$ cat src/rtl/hazard_pkg.sv
// Shared definitions for the pipeline hazard controller.
// Holds the controller state encoding and the default register-index width
// used by the top level and the load-use comparator.
package hazard_pkg;

    localparam int HZ_REG_ADDR_W = 3;

    // Two-bit encoding is visible on state_o, so the values are fixed.
    typedef enum logic [1:0] {
        RUN        = 2'd0,
        FREEZE     = 2'd1,
        FLUSH      = 2'd2,
        LOAD_STALL = 2'd3
    } hz_state_e;

endpackage

$ cat src/rtl/load_use_detect.sv
// Load-use comparator.
// Flags a hazard when the instruction in EX is a load whose destination
// matches a source register that the ID instruction actually reads.
// Register 0 is not special-cased: a match on r0 still stalls.
// Ports:
//   id_rs_i, id_rt_i        source register indices of the ID instruction
//   id_uses_rs_i/_rt_i      ID instruction reads that source
//   ex_mem_read_i           EX instruction is a load
//   ex_rt_i                 load destination in EX
//   hazard_o                load-use hazard present
module load_use_detect
    import hazard_pkg::*;
#(
    parameter int REG_ADDR_W = HZ_REG_ADDR_W
) (
    input  logic [REG_ADDR_W-1:0] id_rs_i,
    input  logic [REG_ADDR_W-1:0] id_rt_i,
    input  logic                  id_uses_rs_i,
    input  logic                  id_uses_rt_i,
    input  logic                  ex_mem_read_i,
    input  logic [REG_ADDR_W-1:0] ex_rt_i,
    output logic                  hazard_o
);

    logic rs_match;
    logic rt_match;

    assign rs_match = id_uses_rs_i & (id_rs_i == ex_rt_i);
    assign rt_match = id_uses_rt_i & (id_rt_i == ex_rt_i);
    assign hazard_o = ex_mem_read_i & (rs_match | rt_match);

endmodule

$ cat src/rtl/pipeline_hazard_ctrl.sv
// Stall/flush sequencer for the five-stage pipeline.
// Drives the write enables, flushes and bubble of the PC and the four stage
// registers, resolving cache-miss freeze, taken-branch flush and load-use
// bubble (priority: reset > miss > branch > load-use). Also keeps a
// saturating stall-cycle counter and a sticky miss-timeout flag.
// Outputs are combinational from state and inputs; the stage registers
// sample them on the falling edge, the controller updates on the rising edge.
// Ports:
//   clk, reset (sync, active-high)
//   icache_hit, dcache_hit, mem_access   cache status
//   id_rs, id_rt, id_uses_rs, id_uses_rt, ex_MemRead, ex_rt   load-use fields
//   mem_branch_taken                     branch in MEM resolved taken
//   pc_write, *_write, *_flush, id_ex_bubble, pc_sel_branch   pipeline controls
//   stall_cycles, miss_timeout, state_o  status / debug
//
// State table:
//   state      | meaning
//   RUN        | normal flow; all hazards evaluated
//   FREEZE     | at least one miss cycle seen; exits through RUN evaluation
//   FLUSH      | cycle after a taken branch; load-use ignored (ID holds NOP)
//   LOAD_STALL | cycle after a bubble; load-use ignored (EX holds bubble)
module pipeline_hazard_ctrl
    import hazard_pkg::*;
#(
    parameter int REG_ADDR_W   = HZ_REG_ADDR_W,
    parameter int STALL_CNT_W  = 16,
    parameter int MISS_TIMEOUT = 255
) (
    input  logic                   clk,
    input  logic                   reset,
    input  logic                   icache_hit,
    input  logic                   dcache_hit,
    input  logic                   mem_access,
    input  logic [REG_ADDR_W-1:0]  id_rs,
    input  logic [REG_ADDR_W-1:0]  id_rt,
    input  logic                   id_uses_rs,
    input  logic                   id_uses_rt,
    input  logic                   ex_MemRead,
    input  logic [REG_ADDR_W-1:0]  ex_rt,
    input  logic                   mem_branch_taken,
    output logic                   pc_write,
    output logic                   if_id_write,
    output logic                   id_ex_write,
    output logic                   ex_mem_write,
    output logic                   mem_wb_write,
    output logic                   if_id_flush,
    output logic                   id_ex_flush,
    output logic                   ex_mem_flush,
    output logic                   id_ex_bubble,
    output logic                   pc_sel_branch,
    output logic [STALL_CNT_W-1:0] stall_cycles,
    output logic                   miss_timeout,
    output logic [1:0]             state_o
);

    // Freeze counter only needs to reach MISS_TIMEOUT, where it parks.
    localparam int FCNT_W = (MISS_TIMEOUT < 2) ? 1 : $clog2(MISS_TIMEOUT + 1);
    localparam logic [FCNT_W-1:0] FCNT_MAX = FCNT_W'(MISS_TIMEOUT);

    hz_state_e state_q, state_d;

    logic                   miss;
    logic                   hazard;
    logic                   lu_stall;
    logic [STALL_CNT_W-1:0] stall_q, stall_d;
    logic [FCNT_W-1:0]      fcnt_q, fcnt_d;
    logic                   timeout_q, timeout_d;

    assign miss = ~icache_hit | (mem_access & ~dcache_hit);

    load_use_detect #(
        .REG_ADDR_W (REG_ADDR_W)
    ) u_load_use_detect (
        .id_rs_i       (id_rs),
        .id_rt_i       (id_rt),
        .id_uses_rs_i  (id_uses_rs),
        .id_uses_rt_i  (id_uses_rt),
        .ex_mem_read_i (ex_MemRead),
        .ex_rt_i       (ex_rt),
        .hazard_o      (hazard)
    );

    // A stall is only taken when nothing of higher priority fires and the
    // previous cycle did not already neutralise ID or EX.
    assign lu_stall = hazard & ~miss & ~mem_branch_taken &
                      ((state_q == RUN) | (state_q == FREEZE));

    // State register
    always_ff @(posedge clk) begin
        if (reset) begin
            state_q <= RUN;
        end else begin
            state_q <= state_d;
        end
    end

    // Next-state logic
    always_comb begin
        state_d = RUN;
        if (miss) begin
            state_d = FREEZE;
        end else if (mem_branch_taken) begin
            state_d = FLUSH;
        end else if (lu_stall) begin
            state_d = LOAD_STALL;
        end
    end

    // Output logic
    always_comb begin
        pc_write      = 1'b1;
        if_id_write   = 1'b1;
        id_ex_write   = 1'b1;
        ex_mem_write  = 1'b1;
        mem_wb_write  = 1'b1;
        if_id_flush   = 1'b0;
        id_ex_flush   = 1'b0;
        ex_mem_flush  = 1'b0;
        id_ex_bubble  = 1'b0;
        pc_sel_branch = 1'b0;
        if (reset) begin
            // Drain: every stage register loads a NOP while reset is held.
            pc_write     = 1'b0;
            if_id_write  = 1'b0;
            id_ex_write  = 1'b0;
            ex_mem_write = 1'b0;
            mem_wb_write = 1'b0;
            if_id_flush  = 1'b1;
            id_ex_flush  = 1'b1;
            ex_mem_flush = 1'b1;
            id_ex_bubble = 1'b1;
        end else if (miss) begin
            pc_write     = 1'b0;
            if_id_write  = 1'b0;
            id_ex_write  = 1'b0;
            ex_mem_write = 1'b0;
            mem_wb_write = 1'b0;
        end else if (mem_branch_taken) begin
            pc_sel_branch = 1'b1;
            if_id_flush   = 1'b1;
            id_ex_flush   = 1'b1;
            ex_mem_flush  = 1'b1;
        end else if (lu_stall) begin
            pc_write     = 1'b0;
            if_id_write  = 1'b0;
            id_ex_bubble = 1'b1;
        end
    end

    // Stall counter, freeze counter and timeout flag
    always_comb begin
        stall_d = stall_q;
        if ((miss | lu_stall) && (stall_q != {STALL_CNT_W{1'b1}})) begin
            stall_d = stall_q + STALL_CNT_W'(1);
        end

        fcnt_d = '0;
        if (miss) begin
            fcnt_d = (fcnt_q == FCNT_MAX) ? fcnt_q : fcnt_q + FCNT_W'(1);
        end

        timeout_d = timeout_q | (fcnt_d == FCNT_MAX);
    end

    always_ff @(posedge clk) begin
        if (reset) begin
            stall_q   <= '0;
            fcnt_q    <= '0;
            timeout_q <= 1'b0;
        end else begin
            stall_q   <= stall_d;
            fcnt_q    <= fcnt_d;
            timeout_q <= timeout_d;
        end
    end

    assign stall_cycles = stall_q;
    assign miss_timeout = timeout_q;
    assign state_o      = state_q;

endmodule

$ cat config.mk
export PLATFORM = sky130hd
export DESIGN_NAME = pipeline_hazard_ctrl
export DESIGN_NICKNAME = d
export VERILOG_FILES = /design/src/rtl/hazard_pkg.sv /design/src/rtl/load_use_detect.sv /design/src/rtl/pipeline_hazard_ctrl.sv
export SDC_FILE = /design/constraint.sdc
export NUM_CORES = 1
export LEC_CHECK = 0
export CORE_MARGIN = 5
export CORE_UTILIZATION = 30
export CTS_CLUSTER_DIAMETER = 30
export DETAILED_ROUTE_END_ITERATION = 7
export HOLD_SLACK_MARGIN = 0.06
export MAX_ROUTING_LAYER = met4
export SLEW_MARGIN = 20
export SYNTH_ARGS = -nofsm -noshare
export SYNTH_HDL_FRONTEND = slang
export SYNTH_SLANG_ARGS = --single-unit
$ cat constraint.sdc
create_clock -name clk -period 1.9 [get_ports clk]
set_input_delay 0.285 -clock clk [delete_from_list [all_inputs] [get_ports clk]]
set_output_delay 0.285 -clock clk [all_outputs]
set_load 0.005 [all_outputs]
# Word-level counts from Yosys, hierarchy flattened
# Cells that the tools add are included.
# W data, S select, Z words.
# classes
bitwise_logic,16
mux,19
addsub,2
n_reduce_logical,3
eq_ne,6
# ops
op,count
$add A16 B1 Y16 const B,1
$eq A8 B8 Y1 const B,2
$mux W8,2
$ne A16 B16 Y1 const B,1
$mux W1,15
$add A8 B1 Y8 const B,1
$and A1 B1 Y1,7
$eq A3 B3 Y1,2
$or A1 B1 Y1,5
$mux W2,2
$not A1 Y1,4
$eq A2 B1 Y1 const B,1
$logic_not A2 Y1,1
$reduce_or A2 Y1,1
$logic_and A1 B1 Y1,1
# word_totals
input_bits,18
out_inout_bits,29
ff_bits,27

# Depth between registers and ports, before layout
# Gate-level depths: netlist of the first run.
# depth
depth_word,11
ltp_mapped,8
ltp_nobuf,7

# Hierarchy
# Synthesis of the first run repeated with hierarchy kept, for this count alone.
# unflattened
hier_cells,179
area_unflattened_um2,1490.2
# by_module_without_submodules
mod,area_per_inst_um2,seq_area_each_um2,n_inst,cells_each
pipeline_hazard_ctrl,1417.6,540.5,1,170
load_use_detect,72.6,0.0,1,9

# Worst setup path after synthesis of the first run
# Ideal clock, no wire load.
# synth_path
kind,input to register
from,input port ex_rt[1]
to,register stall_q[13] (netlist: stall_cycles[13])
stages,6
setup_time_ns,0.071
t_arrival_ns,1.799
slack_ns,0.031
path_cell_list,xnor2_1 -> nand4_1 -> a2111oi_4 -> o21ai_2 -> or4_1 -> a21oi_1
# synth_via
elab_chain_len,9
# synth_lines
element,line_no,source
"start, declared",pipeline_hazard_ctrl.sv:39,"input logic [REG_ADDR_W-1:0] ex_rt,"
"$eq A3 B3 Y1, on equally long branches","load_use_detect.sv:28, load_use_detect.sv:29",
"$and A1 B1 Y1, on equally long branches","load_use_detect.sv:28, load_use_detect.sv:29",
$or A1 B1 Y1 (*),load_use_detect.sv:30,assign hazard_o = ex_mem_read_i & (rs_match | rt_match);
$and A1 B1 Y1 (*),load_use_detect.sv:30,
$and A1 B1 Y1 (*) (3 in series),pipeline_hazard_ctrl.sv:85,assign lu_stall = hazard & ~miss & ~mem_branch_taken &
$or A1 B1 Y1 (*),pipeline_hazard_ctrl.sv:153,if ((miss | lu_stall) && (stall_q != {STALL_CNT_W{1'b1}})) begin
$logic_and A1 B1 Y1 (*),pipeline_hazard_ctrl.sv:153,
"end signal, assigned",pipeline_hazard_ctrl.sv:171,stall_q <= stall_d;
"end, declared",pipeline_hazard_ctrl.sv:65,"logic [STALL_CNT_W-1:0] stall_q, stall_d;"
# Every way passes the cells marked *; elsewhere a longest branch is shown, timed or not.
# A chain may end at the register's enable or synchronous reset.

# Worst setup path in the final report of the first run
# layout_path
from,input port ex_rt[1]
to,register stall_q[3] (netlist: stall_cycles[3])
# Same word-level chain as after synthesis.

==> flow_summary.ini, run 1 <==
[placed_design]
hpwl_mm = 2.87
port_buffers = 46
dp.cells = 287
place_congestion = 0.816

[clock_network]
cts_max_level = 1
clock_latency_ps = 270
ctsLongestPathBuffers = 2
clkTransAtPathRegs_ps = 90
numCtsBuffers = 3
root_buffer = clkbuf_8
clock-sinks = 27
tritoncts = built

[floorplan]
core_um2 = 4660
dieWidth_um = 78.9
die_area_um2 = 6230
ioPinCount = 47
die_height_um = 78.9
num_rows = 25
start_util = 0.306

[power_and_ir_drop]
p_sw_mw = 0.271
peakVddDrop_v = 0.000193
intPower_mw = 0.844
switching_share = 0.243
power_mw = 1.11
combPwrFrac = 0.180
p_leak_nw = 0.896
pwr-share-seq = 0.529
p_per_area_nw_per_um2 = 508
p_clk_frac = 0.291

[synth]
synth_xor_area_frac = 0.0860
yosys.area.top_type_share = 0.379
yosys.cell_count.top_type = dfxtp_1
yosys.area_share.simple = 0.267
async_flop_share = 0
yosysTopAreaCell = dfxtp_1
synth-seq-cells = 27
ys_warn_count = 0
synth-edff-count = 0
netlist_area_um2 = 1430
postSynthAreaPerCell_um2 = 8.43
synthTopCellsByCount = dfxtp_1 (27), a21oi_1 (15), nor2_1 (14)
syn_nets = 189
synth_top_cells_by_area = dfxtp_1 (38%), a21oi_1 (5.3%), xnor2_1 (4.3%)
synthCells = 169
muxShareOfSynthArea = 0.0140
synthAdderAreaFrac = 0.0176
ys_seq_area_frac = 0.379
synthDistinctLibCells = 37
synth_compound_area_frac = 0.179
synth_top_family_by_area = simple AND/OR/NAND/NOR gates
synth_flop_cell = dfxtp_1

[routing]
routedWlPerCell_um = 13.0
m1WireLength_mm = 1.76
routed-wl-met2_mm = 1.78
initialDrtViolationCount = 55
top_layer_used = met4
via_count = 1466
drc_errors = 0
dr_wl_met3_um = 261
dr.pass1.iters = 4
ant_nets = 0
totalWireLength_mm = 3.84
vias_per_cell = 4.95

[run]
drv_cap = 0

[finish]
final_layout_size_suffix_gt1_frac = 0.264
stdcell_count = 296
num_antenna_cells = 0
area_growth_pct = 54.0
nets = 263

[timing]
min_period_ps = 1810
min_period_over_period = 0.954
holdWs_ps = 472
clock.fmax_mhz = 552
rsz0062_at_grt = false
finClkSkew_ps = 0.844
finalSetupViolCount = 0
final_hold_viol_count = 0
relSlewSlack = 0.791
slew_viol_final = 0
max_slew.worst_pin.slew_ps = 313

[setup_path]
critPathMaxFanout = 7
crit_arrival_ps = 2020
worstSetupPathType = in2reg
worst_setup_path_start_kind = primary input
worstSetupEndpointType = flip-flop
crit_required_ps = 2110

[global_route]
gr-total-overflow = 0
grt_max_degree = 21
grt_pass1_vias = 1378
gr-usage-all-layers = 0.126
grt_pass1_wl_mm = 6.23
antenna_found_initial = 0

[worst_hold_path]
worstHoldPathType = reg2reg

[status]
status = complete, no violations
## worst paths after layout
kind | from | to | cells past startpoint | slack [ps]
max | ex_rt[1] | stall_cycles[3] | 9 | 90
min | miss_timeout | miss_timeout | 2 | 470
max reg2reg | stall_cycles[6] | stall_cycles[1] | 8 | 160
min reg2reg | miss_timeout | miss_timeout | 2 | 470
## cells in the final DEF (no fill, tap or decap), types with 8 or more instances in the layout
cell type / Yosys / final
dlygate4sd2_1: 0 / 8
o21ai_0: 10 / 9
nor2_1: 14 / 13
a21oi_1: 15 / 13
or3_1: 9 / 8
buf_2: 2 / 9
nand4_1: 9 / 9
clkdlybuf4s50_1: 0 / 24
buf_4: 5 / 31
dfxtp_1: 27 / 26
## final cells by class
class,count,area [um^2]
Inverter,4,15.0
Timing Repair Buffer,80,668
Clock buffer,4,45.0
Fill cell,453,2470
Multi-Input combinational cell,127,857
Tap cell,54,67.6
Sequential cell,27,542
## timing repair
action	4_1_cts	5_1_grt
hold buffers	0	0
gates cloned	1	0
setup buffers	4	1
endpoints found under the setup margin	23	16
gates resized for setup	59	15
pin swaps	20	8
## power by group through the flow
| stage | Clock [mW] | Combinational, mW | Sequential, mW |
|---|---|---|---|
| 6_report | 0.325 | 0.200 | 0.589 |
| 5_1_grt | 0.359 | 0.221 | 0.591 |
| 4_1_cts | 0.339 | 0.199 | 0.589 |
| 3_5_place_dp | 0 | 0.202 | 0.602 |
| 3_3_place_gp | 0 | 0.201 | 0.602 |
| 2_1_floorplan | 0 | 0.0793 | 0.603 |
## cells by family (layout without fill, tap and decap cells)
| family | Yosys count | after routing |
|---|---|---|
| xor+xnor | 14 | 14 |
| simple gates | 69 | 69 |
| compound gates | 39 | 40 |
| buf+inv | 16 | 88 |
| fa+ha+maj | 2 | 2 |
| flops | 27 | 27 |
| mux | 2 | 2 |
## metrics by stage
| step | area [um^2] | setup slack [ps] | utilization | TNS (ps) |
|---|---|---|---|---|
| floorplan | 1430 | 30.9 | - | 0 |
| global placement | 2110 | -622 | 0.453 | -10670 |
| detailed placement | 2110 | -661 | 0.453 | -11270 |
| CTS | 2180 | -61.6 | 0.467 | -84.8 |
| global route | 2190 | 7.13 | 0.471 | 0 |
| finish | 2190 | 87.9 | 0.471 | 0 |
## state kept, by name, indices dropped and copies added (netlist names)
register and cells:
miss_timeout 1, state_o 2, stall_cycles 16, fcnt_q 8
## routing by layer
metal	vias to the layer above	GRT usage
met4	0	0.0361
met2	30	0.216
met1	678	0.149
li1	756	-
met3	2	0.0283
met5	-	-
## critical path, stage by stage
cell	delay, ps
buf_2	130
xnor2_2	150
nand4_1	160
a2111oi_4	390
buf_4	210
o21ai_4	80
buf_6	140
or3_4	360
a21oi_2	120
Power figures use the tool's default switching activity.
==> run 2, diff against run 1 <==
--- a/config.mk
+++ b/config.mk
@@ -9,9 +9,8 @@
 export CORE_UTILIZATION = 30
 export CTS_CLUSTER_DIAMETER = 30
 export DETAILED_ROUTE_END_ITERATION = 7
-export HOLD_SLACK_MARGIN = 0.06
+export HOLD_SLACK_MARGIN = 0.05
 export MAX_ROUTING_LAYER = met4
-export SLEW_MARGIN = 20
 export SYNTH_ARGS = -nofsm -noshare
 export SYNTH_HDL_FRONTEND = slang
 export SYNTH_SLANG_ARGS = --single-unit
==> constraint.sdc (replaced) <==
create_clock -name clk -period 1.9 [get_ports clk]
set_input_delay 0.285 -clock clk [delete_from_list [all_inputs] [get_ports clk]]
set_output_delay 0.285 -clock clk [all_outputs]
set_load 0.01 [all_outputs]
==> run 2 against run 1 <==
  * Clock skew grew 2.9 ps
  * Final cell count unchanged
  * Power increased by 1.4%
  * Die area stayed put
  * Maximum frequency decreased by 2.5%
  * Critical path type is now in2out
  * Critical endpoint is now id_ex_bubble
  * Largest power group unchanged
==> flow_summary.ini, run 2 (synthesized netlist as in run 1, its figures left out) <==
[floorplan]
num_rows = 25
die_height_um = 78.9
die_area_um2 = 6230
dieWidth_um = 78.9
core_um2 = 4660
start_util = 0.306
ioPinCount = 47

[finish]
finish.instance_area_um2 = 2230
num_antenna_cells = 0
seq_area_um2 = 542
stdcell_count = 296
area_growth_pct = 56.5
fill_cells = 456
largest_register_ffs = 16
final_layout_size_suffix_gt1_frac = 0.306
layout_common_cells = buf_4 (30), dfxtp_1 (26), clkdlybuf4s50_1 (24)
multiInputGateArea_um2 = 891
nets = 263
mostFrequentLayoutCell = buf_4

[setup_path]
critPathBufInv = 4
reg2reg_to = stall_cycles[13]
worstSetupEndpointType = output port
crit_required_ps = 1620
critPathMaxFanout = 2
worstSetupPathType = in2out
regToRegStartpoint = stall_cycles[6]
worst_path_largest_cell_delay_ps = 450
reg2regPathDepth = 6
path_cells = clkdlybuf4s50_1, inv_1, a2111oi_4, buf_4, and2_4, or2_4, buf_6
crit_arrival_ps = 1570
worst_setup_path_start_kind = primary input
slowest_stage = clkdlybuf4s50_1
rrSetupSlack_ps = 120
critical_path.top_delay_family = buffers and inverters

[clock_network]
tritoncts = built
ctsLongestPathBuffers = 2
clock-sinks = 27
cts_max_level = 1
hold_buffers = 0
numCtsBuffers = 3
clock_latency_ps = 270
root_buffer = clkbuf_8
clkTransAtPathRegs_ps = 90

[routing]
vias_per_cell = 4.98
dr.pass1.iters = 4
totalWireLength_mm = 3.91
routedWlPerCell_um = 13.2
via_count = 1474
ant_nets = 0
initialDrtViolationCount = 45
drc_errors = 0

[power_and_ir_drop]
intPower_mw = 0.841
pwr-share-seq = 0.522
p_clk_frac = 0.293
p_per_area_nw_per_um2 = 507
peakVddDrop_v = 0.000193
switching_share = 0.256
p_sw_mw = 0.289
p_leak_nw = 0.911
combPwrFrac = 0.185

[timing]
slew_viol_final = 0
finalSetupViolCount = 0
max_slew.worst_pin.slew_ps = 352
min_period_over_period = 0.979
final_hold_viol_count = 0
fin_setup_tns_ps = 0
relSlewSlack = 0.765
min_period_ps = 1860
finClkSkew_ps = 3.79
clock.fmax_mhz = 538
fin_ws_ps = 40.6

[placed_design]
port_buffers = 46
dp.cells = 284
dp_slack_ps = -710
placed_area_um2 = 2090
place_congestion = 0.768
hpwl_mm = 2.89

[global_route]
grt_max_degree = 21
gr-usage-all-layers = 0.137
antenna_found_initial = 0
grt_pass1_wl_mm = 6.78
grt_pass1_vias = 1487
gr-total-overflow = 0

[status]
status = complete, no violations

[worst_hold_path]
min_path_cells = 3
worstHoldPathType = in2reg
hold_end = state_o[1]
worstHoldStart = mem_branch_taken

[run]
drv_cap = 0
-- run 2: cell count changes in the layout (fill, tap and decap cells not counted), moves of 2 or more --
cell	change
buf_6	+3
xnor2_1	-3
buf_2	-2
xnor2_2	+3
dlygate4sd2_1	-2
clkbuf_2	+3
-- run 2: metrics by stage --
step,total power [mW],hold slack (ps),util
4_1_cts,1.13,481,0.461
6_report,1.13,440,0.479
3_3_place_gp,0.806,456,0.448
3_5_place_dp,0.807,454,0.448
5_1_grt,1.18,473,0.479
2_1_floorplan,0.691,409,-
-- run 2: timing repair --
action,in CTS,in global routing
setup endpoints to repair,24,19
cloned,2,0
buffers inserted,2,4
pin swaps,19,11
resized for setup,61,30
-- run 2: metal layers --
metal	part of all wire	vias to the layer above	track usage
met5	0	-	-
met4	0.017	0	0.0515
met3	0.055	4	0.0295
met2	0.46	33	0.222
met1	0.46	678	0.167
li1	-	759	-
-- run 2: how the worst max path moves through the flow --
stage	start	to	slack, ps	depth (start not counted)
final	ex_MemRead	id_ex_bubble	40	7
after floorplan	stall_cycles[3]	stall_cycles[1]	20	8
after CTS	mem_access	ex_mem_flush	1	7
after global routing	ex_MemRead	stall_cycles[5]	-20	9
after detailed placement	ex_rt[0]	id_ex_bubble	-710	7
after global placement	ex_rt[0]	id_ex_bubble	-650	7
-- run 2: worst register-to-register path, delay by kind of cell (launching register included) --
kind / cells / cell delay, ps
buf+inv: 1 / 110
simple gates: 4 / 1150
flops: 1 / 340
compound gates: 1 / 120
-- run 2: power groups by stage --
stage          sequential (mW)  combinational [mW]  clock, mW
2_1_floorplan            0.607              0.0841          0
3_3_place_gp             0.603               0.203          0
3_5_place_dp             0.603               0.203          0
4_1_cts                  0.590               0.199      0.343
5_1_grt                  0.593               0.229      0.361
6_report                 0.590               0.209      0.331
-- run 2: layout make-up --
cell class	count	area share
clock buffers	3	0.0185
flip-flops and latches	27	0.243
inverters	4	0.00673
well taps	54	0.0303
repair buffers	80	0.300
multi-input cells	127	0.399
clock inverters	1	0.00224
